===== src/rtl/cfg_reg_initiator.sv =====
// Command-driven requester for the DMAC configuration-register bus.
// Runs READ, WRITE and read-modify-write commands and returns one response per command.
module cfg_reg_initiator #(
  parameter int AW     = 4,
  parameter int RD_LAT = 0
) (
  input  logic          clk,
  input  logic          rst_n,
  input  logic          cmd_valid_i,
  output logic          cmd_ready_o,
  input  logic [1:0]    cmd_op_i,
  input  logic [AW-1:0] cmd_addr_i,
  input  logic [31:0]   cmd_wdata_i,
  input  logic [31:0]   cmd_mask_i,
  output logic          rsp_valid_o,
  input  logic          rsp_ready_i,
  output logic [31:0]   rsp_rdata_o,
  output logic          rsp_err_o,
  output logic [AW-1:0] reg_addr_o,
  output logic          reg_wren_o,
  output logic          reg_rden_o,
  output logic [31:0]   reg_wdata_o,
  input  logic [31:0]   reg_rdata_i
);

  typedef enum logic [2:0] {
    IDLE    = 3'd0,
    RD      = 3'd1,
    RD_WAIT = 3'd2,
    WR      = 3'd3,
    RSP     = 3'd4
  } state_t;

  localparam logic [1:0] OP_READ  = 2'b00;
  localparam logic [1:0] OP_WRITE = 2'b01;
  localparam logic [1:0] OP_RMW   = 2'b10;
  localparam logic [2:0] LAT_M1   = (RD_LAT > 0) ? 3'(RD_LAT - 1) : 3'd0;

  function automatic logic [31:0] rmw_merge(input logic [31:0] old_val,
                                            input logic [31:0] new_val,
                                            input logic [31:0] mask);
    return (old_val & ~mask) | (new_val & mask);
  endfunction

  state_t        state_r, state_nxt_s;
  logic [1:0]    op_r, op_nxt_s;
  logic [AW-1:0] addr_r, addr_nxt_s;
  logic [31:0]   wdata_r, wdata_nxt_s;
  logic [31:0]   mask_r, mask_nxt_s;
  logic [31:0]   rd_r, rd_nxt_s;
  logic [2:0]    cnt_r, cnt_nxt_s;
  logic          rd_done_s;

  logic          rden_r, rden_nxt_s;
  logic          wren_r, wren_nxt_s;
  logic [AW-1:0] reg_addr_r, reg_addr_nxt_s;
  logic [31:0]   reg_wdata_r, reg_wdata_nxt_s;
  logic          rsp_valid_r, rsp_valid_nxt_s;
  logic [31:0]   rsp_rdata_r, rsp_rdata_nxt_s;
  logic          rsp_err_r, rsp_err_nxt_s;

  // Next-state and next-output decode; bus outputs are registered from these.
  always_comb begin
    state_nxt_s     = state_r;
    op_nxt_s        = op_r;
    addr_nxt_s      = addr_r;
    wdata_nxt_s     = wdata_r;
    mask_nxt_s      = mask_r;
    rd_nxt_s        = rd_r;
    cnt_nxt_s       = cnt_r;
    rd_done_s       = 1'b0;
    rden_nxt_s      = 1'b0;
    wren_nxt_s      = 1'b0;
    reg_addr_nxt_s  = reg_addr_r;
    reg_wdata_nxt_s = reg_wdata_r;
    rsp_valid_nxt_s = rsp_valid_r;
    rsp_rdata_nxt_s = rsp_rdata_r;
    rsp_err_nxt_s   = rsp_err_r;

    case (state_r)
      IDLE: begin
        if (cmd_valid_i) begin
          op_nxt_s    = cmd_op_i;
          addr_nxt_s  = cmd_addr_i;
          wdata_nxt_s = cmd_wdata_i;
          mask_nxt_s  = cmd_mask_i;
          case (cmd_op_i)
            OP_READ, OP_RMW: begin
              state_nxt_s    = RD;
              rden_nxt_s     = 1'b1;
              reg_addr_nxt_s = cmd_addr_i;
            end
            OP_WRITE: begin
              state_nxt_s     = WR;
              wren_nxt_s      = 1'b1;
              reg_addr_nxt_s  = cmd_addr_i;
              reg_wdata_nxt_s = cmd_wdata_i;
            end
            default: begin
              state_nxt_s     = RSP;
              rsp_valid_nxt_s = 1'b1;
              rsp_rdata_nxt_s = 32'h0000_0000;
              rsp_err_nxt_s   = 1'b1;
            end
          endcase
        end else begin
          state_nxt_s = IDLE;
        end
      end
      RD: begin
        if (RD_LAT == 0) begin
          rd_done_s = 1'b1;
        end else begin
          state_nxt_s = RD_WAIT;
          cnt_nxt_s   = LAT_M1;
        end
      end
      RD_WAIT: begin
        if (cnt_r == 3'd0) begin
          rd_done_s = 1'b1;
        end else begin
          cnt_nxt_s = cnt_r - 3'd1;
        end
      end
      WR: begin
        state_nxt_s     = RSP;
        rsp_valid_nxt_s = 1'b1;
        rsp_rdata_nxt_s = (op_r == OP_RMW) ? rd_r : 32'h0000_0000;
        rsp_err_nxt_s   = 1'b0;
      end
      RSP: begin
        if (rsp_ready_i) begin
          state_nxt_s     = IDLE;
          rsp_valid_nxt_s = 1'b0;
          rsp_rdata_nxt_s = 32'h0000_0000;
          rsp_err_nxt_s   = 1'b0;
        end else begin
          state_nxt_s = RSP;
        end
      end
      default: begin
        state_nxt_s = IDLE;
      end
    endcase

    // Read data is sampled in the same cycle the read phase completes.
    if (rd_done_s) begin
      rd_nxt_s = reg_rdata_i;
      if (op_r == OP_RMW) begin
        state_nxt_s     = WR;
        wren_nxt_s      = 1'b1;
        reg_addr_nxt_s  = addr_r;
        reg_wdata_nxt_s = rmw_merge(reg_rdata_i, wdata_r, mask_r);
      end else begin
        state_nxt_s     = RSP;
        rsp_valid_nxt_s = 1'b1;
        rsp_rdata_nxt_s = reg_rdata_i;
        rsp_err_nxt_s   = 1'b0;
      end
    end else begin
      rd_nxt_s = rd_r;
    end
  end

  // State, captured command and registered outputs; synchronous active-low reset.
  always_ff @(posedge clk) begin
    if (!rst_n) begin
      state_r     <= IDLE;
      op_r        <= 2'b00;
      addr_r      <= {AW{1'b0}};
      wdata_r     <= 32'h0000_0000;
      mask_r      <= 32'h0000_0000;
      rd_r        <= 32'h0000_0000;
      cnt_r       <= 3'd0;
      rden_r      <= 1'b0;
      wren_r      <= 1'b0;
      reg_addr_r  <= {AW{1'b0}};
      reg_wdata_r <= 32'h0000_0000;
      rsp_valid_r <= 1'b0;
      rsp_rdata_r <= 32'h0000_0000;
      rsp_err_r   <= 1'b0;
    end else begin
      state_r     <= state_nxt_s;
      op_r        <= op_nxt_s;
      addr_r      <= addr_nxt_s;
      wdata_r     <= wdata_nxt_s;
      mask_r      <= mask_nxt_s;
      rd_r        <= rd_nxt_s;
      cnt_r       <= cnt_nxt_s;
      rden_r      <= rden_nxt_s;
      wren_r      <= wren_nxt_s;
      reg_addr_r  <= reg_addr_nxt_s;
      reg_wdata_r <= reg_wdata_nxt_s;
      rsp_valid_r <= rsp_valid_nxt_s;
      rsp_rdata_r <= rsp_rdata_nxt_s;
      rsp_err_r   <= rsp_err_nxt_s;
    end
  end

  // Ready is gated by rst_n so it drops immediately when reset is asserted.
  assign cmd_ready_o = (state_r == IDLE) && rst_n;
  assign rsp_valid_o = rsp_valid_r;
  assign rsp_rdata_o = rsp_rdata_r;
  assign rsp_err_o   = rsp_err_r;
  assign reg_addr_o  = reg_addr_r;
  assign reg_wren_o  = wren_r;
  assign reg_rden_o  = rden_r;
  assign reg_wdata_o = reg_wdata_r;

endmodule


===== config.mk =====
export PLATFORM = sky130hd
export DESIGN_NAME = cfg_reg_initiator
export DESIGN_NICKNAME = d
export VERILOG_FILES = /design/src/rtl/cfg_reg_initiator.sv
export SDC_FILE = /design/constraint.sdc
export NUM_CORES = 1
export LEC_CHECK = 0
export ABC_AREA = 1
export CAP_MARGIN = 20
export CORE_MARGIN = 4
export CORE_UTILIZATION = 45
export DETAILED_ROUTE_END_ITERATION = 10
export GPL_TIMING_DRIVEN = 0
export PLACE_DENSITY = 0.76
export SLEW_MARGIN = 20
export SYNTH_ARGS = -nofsm -noshare
export SYNTH_HDL_FRONTEND = slang
export SYNTH_SLANG_ARGS = --single-unit

===== constraint.sdc =====
create_clock -name clk -period 1.5 [get_ports clk]
set_clock_uncertainty 0.15 [all_clocks]
set_input_delay 0.3 -clock clk [delete_from_list [all_inputs] [get_ports clk]]
set_output_delay 0.3 -clock clk [all_outputs]
set_load 0.01 [all_outputs]

Word-level counts from Yosys, hierarchy flattened
Index checks and enable logic that the tools add are counted.
Widths: inputs -> output; s select.
Word-level totals
  input bits: 106
  bits in registers: 180
  output and inout bits: 73
Cells by class
  muxes and demuxes: 43
  $add $sub $neg: 1
  bitwise logic cells: 5
  equal/unequal tests: 8
  reduce and logical (&&, ||, !) cells: 10
Operator list (count)
  $mux 32: 11
  $pmux 32 s3: 1
  $and 32x32->32: 2
  $not 32->32: 1
  $or 32x32->32: 1
  $mux 4: 5
  $mux 1: 17
  $mux 3: 4
  $pmux 3 s4: 1
  $eq 3x2->1 const B: 2
  $logic_not 3->1: 2
  $pmux 1 s3: 2
  $pmux 3 s2: 1
  $eq 2x2->1 const B: 2
  $reduce_and 2->1: 2
  $reduce_or 2->1: 2
  $eq 3x1->1 const B: 1
  $eq 3x3->1 const B: 1
  $reduce_and 3->1: 1
  $reduce_or 3->1: 1
  $sub 3x1->3 const B: 1
  $eq 2x1->1 const B: 1
  $logic_not 2->1: 1
  $ne 2x1->1 const B: 1
  other kinds (3): 3

Longest topological paths before layout
Gate-level depths: netlist (run 1).
  depth after elaboration: 7
  depth in mapped cells: 12

Worst setup path before layout (run 1)
OpenSTA, ideal clock, no wires.
  path kind: reg-to-reg
  start: register cnt_r[0]
  end: register reg_wdata_r[18] (netlist: reg_wdata_o[18])
  slack: -0.132 ns
  arrival time: 1.369 ns
  buffers on the path: 2
  stages on the path, launching flop included: 12
  library setup time: 0.113 ns
  period minus slack after synthesis: 1.632 ns
  cell sequence: dfxtp_1 -> inv_1 -> ha_1 -> inv_1 -> nor2_1 -> nand3_1 -> nand2_2 -> nand2_2 -> buf_6 -> buf_4 -> o21ai_1 -> nor2_1
On the way
  longest elaborated chain between the ends: 4
Ends and longest elaborated chain
  from (decl): line 51  | logic [2:0] cnt_r, cnt_nxt_s;
  from (signal assigned): line 189  | cnt_r <= cnt_nxt_s;
  $logic_not 3->1: line 119  | if (cnt_r == 3'd0) begin
  $mux 1: line 119
  $pmux 1 s2: line 80  | case (state_r)
  $mux 32: line 147  | if (rd_done_s) begin
  to (signal assigned): line 193  | reg_wdata_r <= reg_wdata_nxt_s;
  to (decl): line 57  | logic [31:0] reg_wdata_r, reg_wdata_nxt_s;
Every way passes these cells.
A chain may end at the register's enable or synchronous reset.

Final worst setup path (run 1)
  start: register cnt_r[1]
  end: register reg_wdata_r[8] (netlist: reg_wdata_o[8])
Same word-level chain as after synthesis.

==> flow_summary.ini, run 1 <==
[clock_network]
cts.sinks = 180
cts.clk_slew.worst_paths_ns = 0.07
clock_path_buffers = 2
cts_made_buffers = 17
cts-root-buf = clkbuf_16
clk-insertion-delay-late_ns = 0.44
cts_tree = done
htreeDepth = 4

[global_routing]
antenna_found_initial = 1
grt.overflow.total = 0
grt.total_usage = 0.266
grt_max_degree = 17
grt_pass1_vias = 8005
grt_pass1_wl_mm = 42.0

[layout]
drive_above_1_share = 0.360
nets = 1516
nFillCells = 1029
syn_to_final_growth_pct = 69.6
finalInstanceArea_sq_um = 13300

[routing]
drtPass1Iterations = 8
wl_per_cell_um = 20.6
ant_nets = 0
routed_via_density = 5.78
remaining_drc_errors = 0
num_vias = 9477
drt_iter0_drc = 1007
drt-total-wl_mm = 33.7

[yosys]
synthArstFlopShare = 0
synth_most_common_cell = nand2_1
yosysTopAreaCell = dfxtp_1
yosysWarnings = 0
synthTopCellsByCount = nand2_1 (347), dfxtp_1 (180), a21oi_1 (169)
ys_seq_elements = 180
synth_top_area_frac = 0.460
synth_cell_types = 22
synth_fp_nets = 1253
syn_area_sq_um = 7830
synth_top_flop_cell = dfxtp_1
synth_area_leaders = dfxtp_1 (46%), nand2_1 (17%), a21oi_1 (11%), o21ai_0 (5.9%), nand3_1 (4.9%)
yosysSeqAreaShare = 0.460
netlist_instances = 1145
synth_edf_count = 0
syn_avg_cell_area_sq_um = 6.84

[timing]
hold_violations = 0
fin_crit_sh = 1.25
worstMarginPinSlew_ns = 0.894
finalSetupViolations = 181
final_max_slew_viol_count = 0
layout_setup_ws_ns = -0.373
max_freq_mhz = 534
min_period_ns = 1.87
rsz0062_at_grt = yes
slew_headroom = 0.404
timing.setup.tns_ns = -40.30

[placed_design]
dp_slack_ns = -1.00
dpl_cell_area_sq_um = 9970
hpwl_mm = 18.2
io_buffer_count = 177
gp_congestion = 0.893

[status]
violations = negative setup slack
status = finished with violations

[job]
cap_violations = 0

[power]
p_switching_mw = 4.39
combPwrFrac = 0.280
clkPwrFrac = 0.318
total_power_mw = 13.8
swShare = 0.319
power.internal_mw = 9.37
ir_drop_mv = 0.970
p_per_area_nw_per_um2 = 1040
seqPwrFrac = 0.402
p_leak_nw = 5.72

[critical_path]
path_class = reg2reg
critPathMaxStageDelay_ns = 0.32
path_delay_family = simple AND/OR/NAND/NOR gates
slowest_stage = dfxtp_2
worstPathMaxFanout = 6
cpMostUsedCell = inv_2
crit_chain = inv_2, ha_4, inv_2, nor2_2, nand3_2, nand2_4, nand2_8, buf_12, buf_6, buf_8, nand3_2, inv_2, nor2_1
critPathBufInv = 6
critical_path_arrival_ns = 2.09
cp-end-kind = register
start_kind = register
required_ns = 1.72

[floorplanning]
row_count = 47
core_area_sq_um = 16800
die-area_sq_um = 19600
initial_core_util = 0.466
dieWidth_um = 140
die_y_um = 140
pin_count = 179

[worst_hold_path]
hold_path.class = in2reg
## power by group through the flow
| stage | Sequential (mW) | Clock (mW) | Combinational (mW) |
|---|---|---|---|
| after CTS | 5.42 | 4.34 | 2.67 |
| final | 5.53 | 4.37 | 3.86 |
| after detailed placement | 5.53 | 0 | 2.29 |
| after global routing | 5.56 | 4.58 | 4.06 |
| after global placement | 5.51 | 0 | 2.26 |
| after floorplan | 5.55 | 0 | 1.20 |
## final cells by class
cell class,instances,area [sq um],share of cell area
clock inverter,13,126,0.00951
buffer,72,723,0.0544
inverter,92,365,0.0275
sequential,180,3620,0.273
antenna,1,2.50,0.000188
clock buffer,18,439,0.0331
timing repair inverter,1,16.3,0.00122
tap,220,275,0.0207
timing repair buffer,246,2750,0.207
multi-input combinational,798,4970,0.374
## flip-flops by register name, indices dropped and copies added (netlist names), 2 cells and up
signal / flops
rsp_rdata_o: 32
reg_addr_o: 4
cnt_r: 3
wdata_r: 32
state_r: 3
rd_r: 32
mask_r: 32
addr_r: 4
op_r: 2
reg_wdata_o: 32
## metal layers
| layer | wire length [um] | global-route usage |
|---|---|---|
| met1 | 12200 | 0.343 |
| met2 | 16400 | 0.447 |
| met3 | 3190 | 0.0576 |
| met4 | 2010 | 0.0872 |
| met5 | 0 | 0 |
## cell usage in the layout, fill, tap and decap left out, types with 5 or more instances in the layout
cell type / n
buf_4: 25
o21ai_1: 10
a21oi_2: 103
inv_1: 75
inv_6: 6
clkdlybuf4s15_1: 32
clkbuf_2: 29
dlygate4sd2_1: 10
buf_2: 8
inv_2: 14
clkdlybuf4s50_1: 103
o21ai_0: 67
clkbuf_1: 20
nand3_4: 5
nand3_1: 30
dfxtp_1: 169
nor2_1: 69
dfxtp_2: 9
a21oi_1: 64
clkdlybuf4s15_2: 5
buf_8: 25
nor2_2: 10
clkbuf_16: 36
nand2_4: 68
o21ai_2: 32
nand2_2: 29
buf_12: 14
buf_16: 5
nand3_2: 43
buf_6: 19
nand2_1: 252
## timing repair
| item | in CTS | in global routing |
|---|---|---|
| setup buffers | 24 | 20 |
| pin swaps | 18 | 106 |
| gates cloned | 15 | 20 |
| endpoints found under the setup margin | 251 | 229 |
| hold buffers | 0 | 0 |
| gates resized for setup | 304 | 458 |
## stage by stage
step	hold slack [ns]	utilization	cells
global placement	0.289	0.593	1542
floorplan	0.229	-	1145
global route	0.234	0.790	1641
CTS	0.184	0.687	1612
detailed placement	0.292	0.593	1542
finish	0.235	0.790	1641
## worst register-to-register path, stage by stage, from the launching register on
cell and delay, ns:
dfxtp_2 0.32, inv_2 0.08, ha_4 0.14, inv_2 0.04, nor2_2 0.12, nand3_2 0.12, nand2_4 0.15, nand2_8 0.09
buf_12 0.16, buf_6 0.13, buf_8 0.13, nand3_2 0.07, inv_2 0.03, nor2_1 0.09
## final timing paths
check,from,depth (start not counted),slack (ns),endpoint
worst max register to register,cnt_r[1]$_SDFFE_PN0P_,13,-0.37,reg_wdata_o[8]$_SDFF_PN0_
worst min register to register,rsp_rdata_o[6]$_SDFF_PN0_,2,0.31,rsp_rdata_o[6]$_SDFF_PN0_
worst max-delay path,cnt_r[1]$_SDFFE_PN0P_,13,-0.37,reg_wdata_o[8]$_SDFF_PN0_
worst min-delay path,rst_n,3,0.23,rd_r[30]$_SDFFE_PN0P_
## cells by family (layout without fill, tap and decap cells)
logic type / after synthesis / in the layout / share of synthesized area
compound gates: 283 / 283 / 0.182
fa+ha+maj: 2 / 2 / 0.00319
buf+inv: 168 / 442 / 0.0920
flops: 180 / 180 / 0.460
other cells: 0 / 1 / 0
simple gates: 512 / 513 / 0.262
Power figures use the tool's default switching activity.
==> inputs of run 2 (changes only) <==
==> constraint.sdc (replaced) <==
create_clock -name clk -period 1.5 [get_ports clk]
set_clock_uncertainty 0.15 [all_clocks]
set_input_delay 0.15 -clock clk [delete_from_list [all_inputs] [get_ports clk]]
set_output_delay 0.15 -clock clk [all_outputs]
set_load 0.01 [all_outputs]
==> run 2 against run 1 <==
  * The run still ends with negative setup slack left
  * Non-clock buffer count is 16 lower
  * Cell count down 0.98%
  * Global-route usage fell by 0.43 points
  * Critical path depth is 1 lower
  * Combinational power down 7.5%
  * First-iteration DRC count fell by 17%
  * Critical endpoint is now reg_wdata_o[17]$_SDFF_PN0_
  * Largest power group unchanged
  * Sequential share of layout area is 0.65 points higher
  * Critical path type unchanged
  * Clock power about the same
  * Register-to-register slack gained 0.11 ns
==> flow_summary.ini, run 2 (synthesis results as in run 1) <==
[placed_design]
dp_slack_ns = -0.700
io_buffer_count = 177
dp.cells = 1542
hpwl_mm = 18.2
gp_congestion = 0.893

[routing]
num_vias = 9262
remaining_drc_errors = 0
drtPass1Iterations = 5
ant_nets = 0
wl_per_cell_um = 19.5
drt_iter0_drc = 837
routed_via_density = 5.70
drt-total-wl_mm = 31.7

[clock_network]
cts_made_buffers = 17
clock_path_buffers = 2
cts_tree = done
cts.sinks = 180
cts.clk_slew.worst_paths_ns = 0.07
clk-insertion-delay-late_ns = 0.43
cts-root-buf = clkbuf_16
htreeDepth = 4

[job]
cap_violations = 0

[timing]
slew_headroom = 0.399
worstMarginPinSlew_ns = 0.901
layout_setup_ws_ns = -0.261
hold_violations = 0
final_max_slew_viol_count = 0
max_freq_mhz = 568
finalSetupViolations = 181
rsz0062_at_grt = yes
min_period_ns = 1.76
fin_crit_sh = 1.17
fin_hold_ws_ns = 0.0702

[floorplanning]
initial_core_util = 0.466
die_y_um = 140
die-area_sq_um = 19600
pin_count = 179
dieWidth_um = 140
row_count = 47
core_area_sq_um = 16800

[critical_path]
path_delay_family = simple AND/OR/NAND/NOR gates
critPathMaxStageDelay_ns = 0.32
required_ns = 1.71
critPathBufInv = 5
start_kind = register
cp-end-kind = register
critical_path_arrival_ns = 1.97
crit_chain = inv_2, ha_4, inv_2, nor2_2, nand3_2, nand2_4, nand2_4, buf_12, clkbuf_16, nand3_2, inv_1, nor2_1
worstPathMaxFanout = 9
path_class = reg2reg
slowest_stage = dfxtp_2

[layout]
nets = 1500
fin_cells = 1625
drive_above_1_share = 0.308
syn_to_final_growth_pct = 65.3
final_cell_mix = nand2_1 (254), dfxtp_1 (175), clkdlybuf4s50_1 (103)
final_util = 0.770
final_common_cell = nand2_1

[global_routing]
antenna_found_initial = 2
grt_pass1_vias = 7882
grt_pass1_wl_mm = 41.3
grt.total_usage = 0.262
grt.overflow.total = 0
grt_max_degree = 17

[worst_hold_path]
hold_path.class = in2reg

[power]
ir_drop_mv = 0.999
p_leak_nw = 5.78
total_power_mw = 13.5
p_per_area_nw_per_um2 = 1040

[status]
violations = negative setup slack
status = finished with violations
-- run 2: cell count changes in the layout (fill, tap and decap cells not counted), sizes merged --
cell / change
buf: -22
dlymetal6s2s: +1
dlygate4sd2: +62
dlygate4sd3: +1
clkdlybuf4s15: -37
clkbuf: -21
-- run 2: metal layers --
layer / GRT usage / vias up / part of all wire / wire, um
li1: - / 4194 / - / -
met1: 0.341 / 4379 / 0.38 / 12000
met2: 0.436 / 546 / 0.49 / 15600
met3: 0.0569 / 141 / 0.085 / 2700
met4: 0.0826 / 2 / 0.043 / 1360
met5: 0 / - / 0.00035 / 11
-- run 2: what timing repair did --
item,in CTS,in global routing
resized for setup,275,338
endpoints found under the hold margin,0,1
endpoints found under the setup margin,251,179
pin swaps,21,86
gates cloned,10,16
setup buffers,17,8
hold buffers,0,1
-- run 2: worst min-delay path: stages --
cell	delay, ns
dlymetal6s2s_1	0.21
o21ai_0	0.15
a21oi_2	0.10
-- run 2: worst paths after layout --
path                         startpoint                         end  slack, ns  depth (start not counted)
max               cnt_r[1]$_SDFFE_PN0P_  reg_wdata_o[17]$_SDFF_PN0_      -0.26                         12
max reg2reg       cnt_r[1]$_SDFFE_PN0P_  reg_wdata_o[17]$_SDFF_PN0_      -0.26                         12
min                         cmd_op_i[0]        op_r[0]$_SDFFE_PN0P_       0.07                          3
min reg2reg  rsp_rdata_o[10]$_SDFF_PN0_  rsp_rdata_o[10]$_SDFF_PN0_       0.31                          2
-- run 2: cell type report --
type | count | area (sq um)
Buffer | 75 | 796
Tap cell | 220 | 275
Inverter | 92 | 363
Clock buffer | 18 | 439
Timing Repair Buffer | 227 | 2450
Clock inverter | 13 | 126
Fill cell | 1081 | 3870
Antenna cell | 1 | 2.50
Timing Repair inverter | 1 | 16.3
Multi-Input combinational cell | 798 | 4870
Sequential cell | 180 | 3610
-- run 2: metrics by stage --
step | area (sq um) | TNS [ns]
after floorplan | 7920 | -3.86
after global placement | 9970 | -57.65
after detailed placement | 9970 | -61.84
after CTS | 11300 | -13.87
after global routing | 12900 | -42.22
final | 12900 | -33.33
-- run 2: where the power goes --
part / internal (mW) / switching [mW]
combinational: 1.65 / 1.92
clock: 2.36 / 2.03
sequential: 5.20 / 0.326
total: 9.21 / 4.27
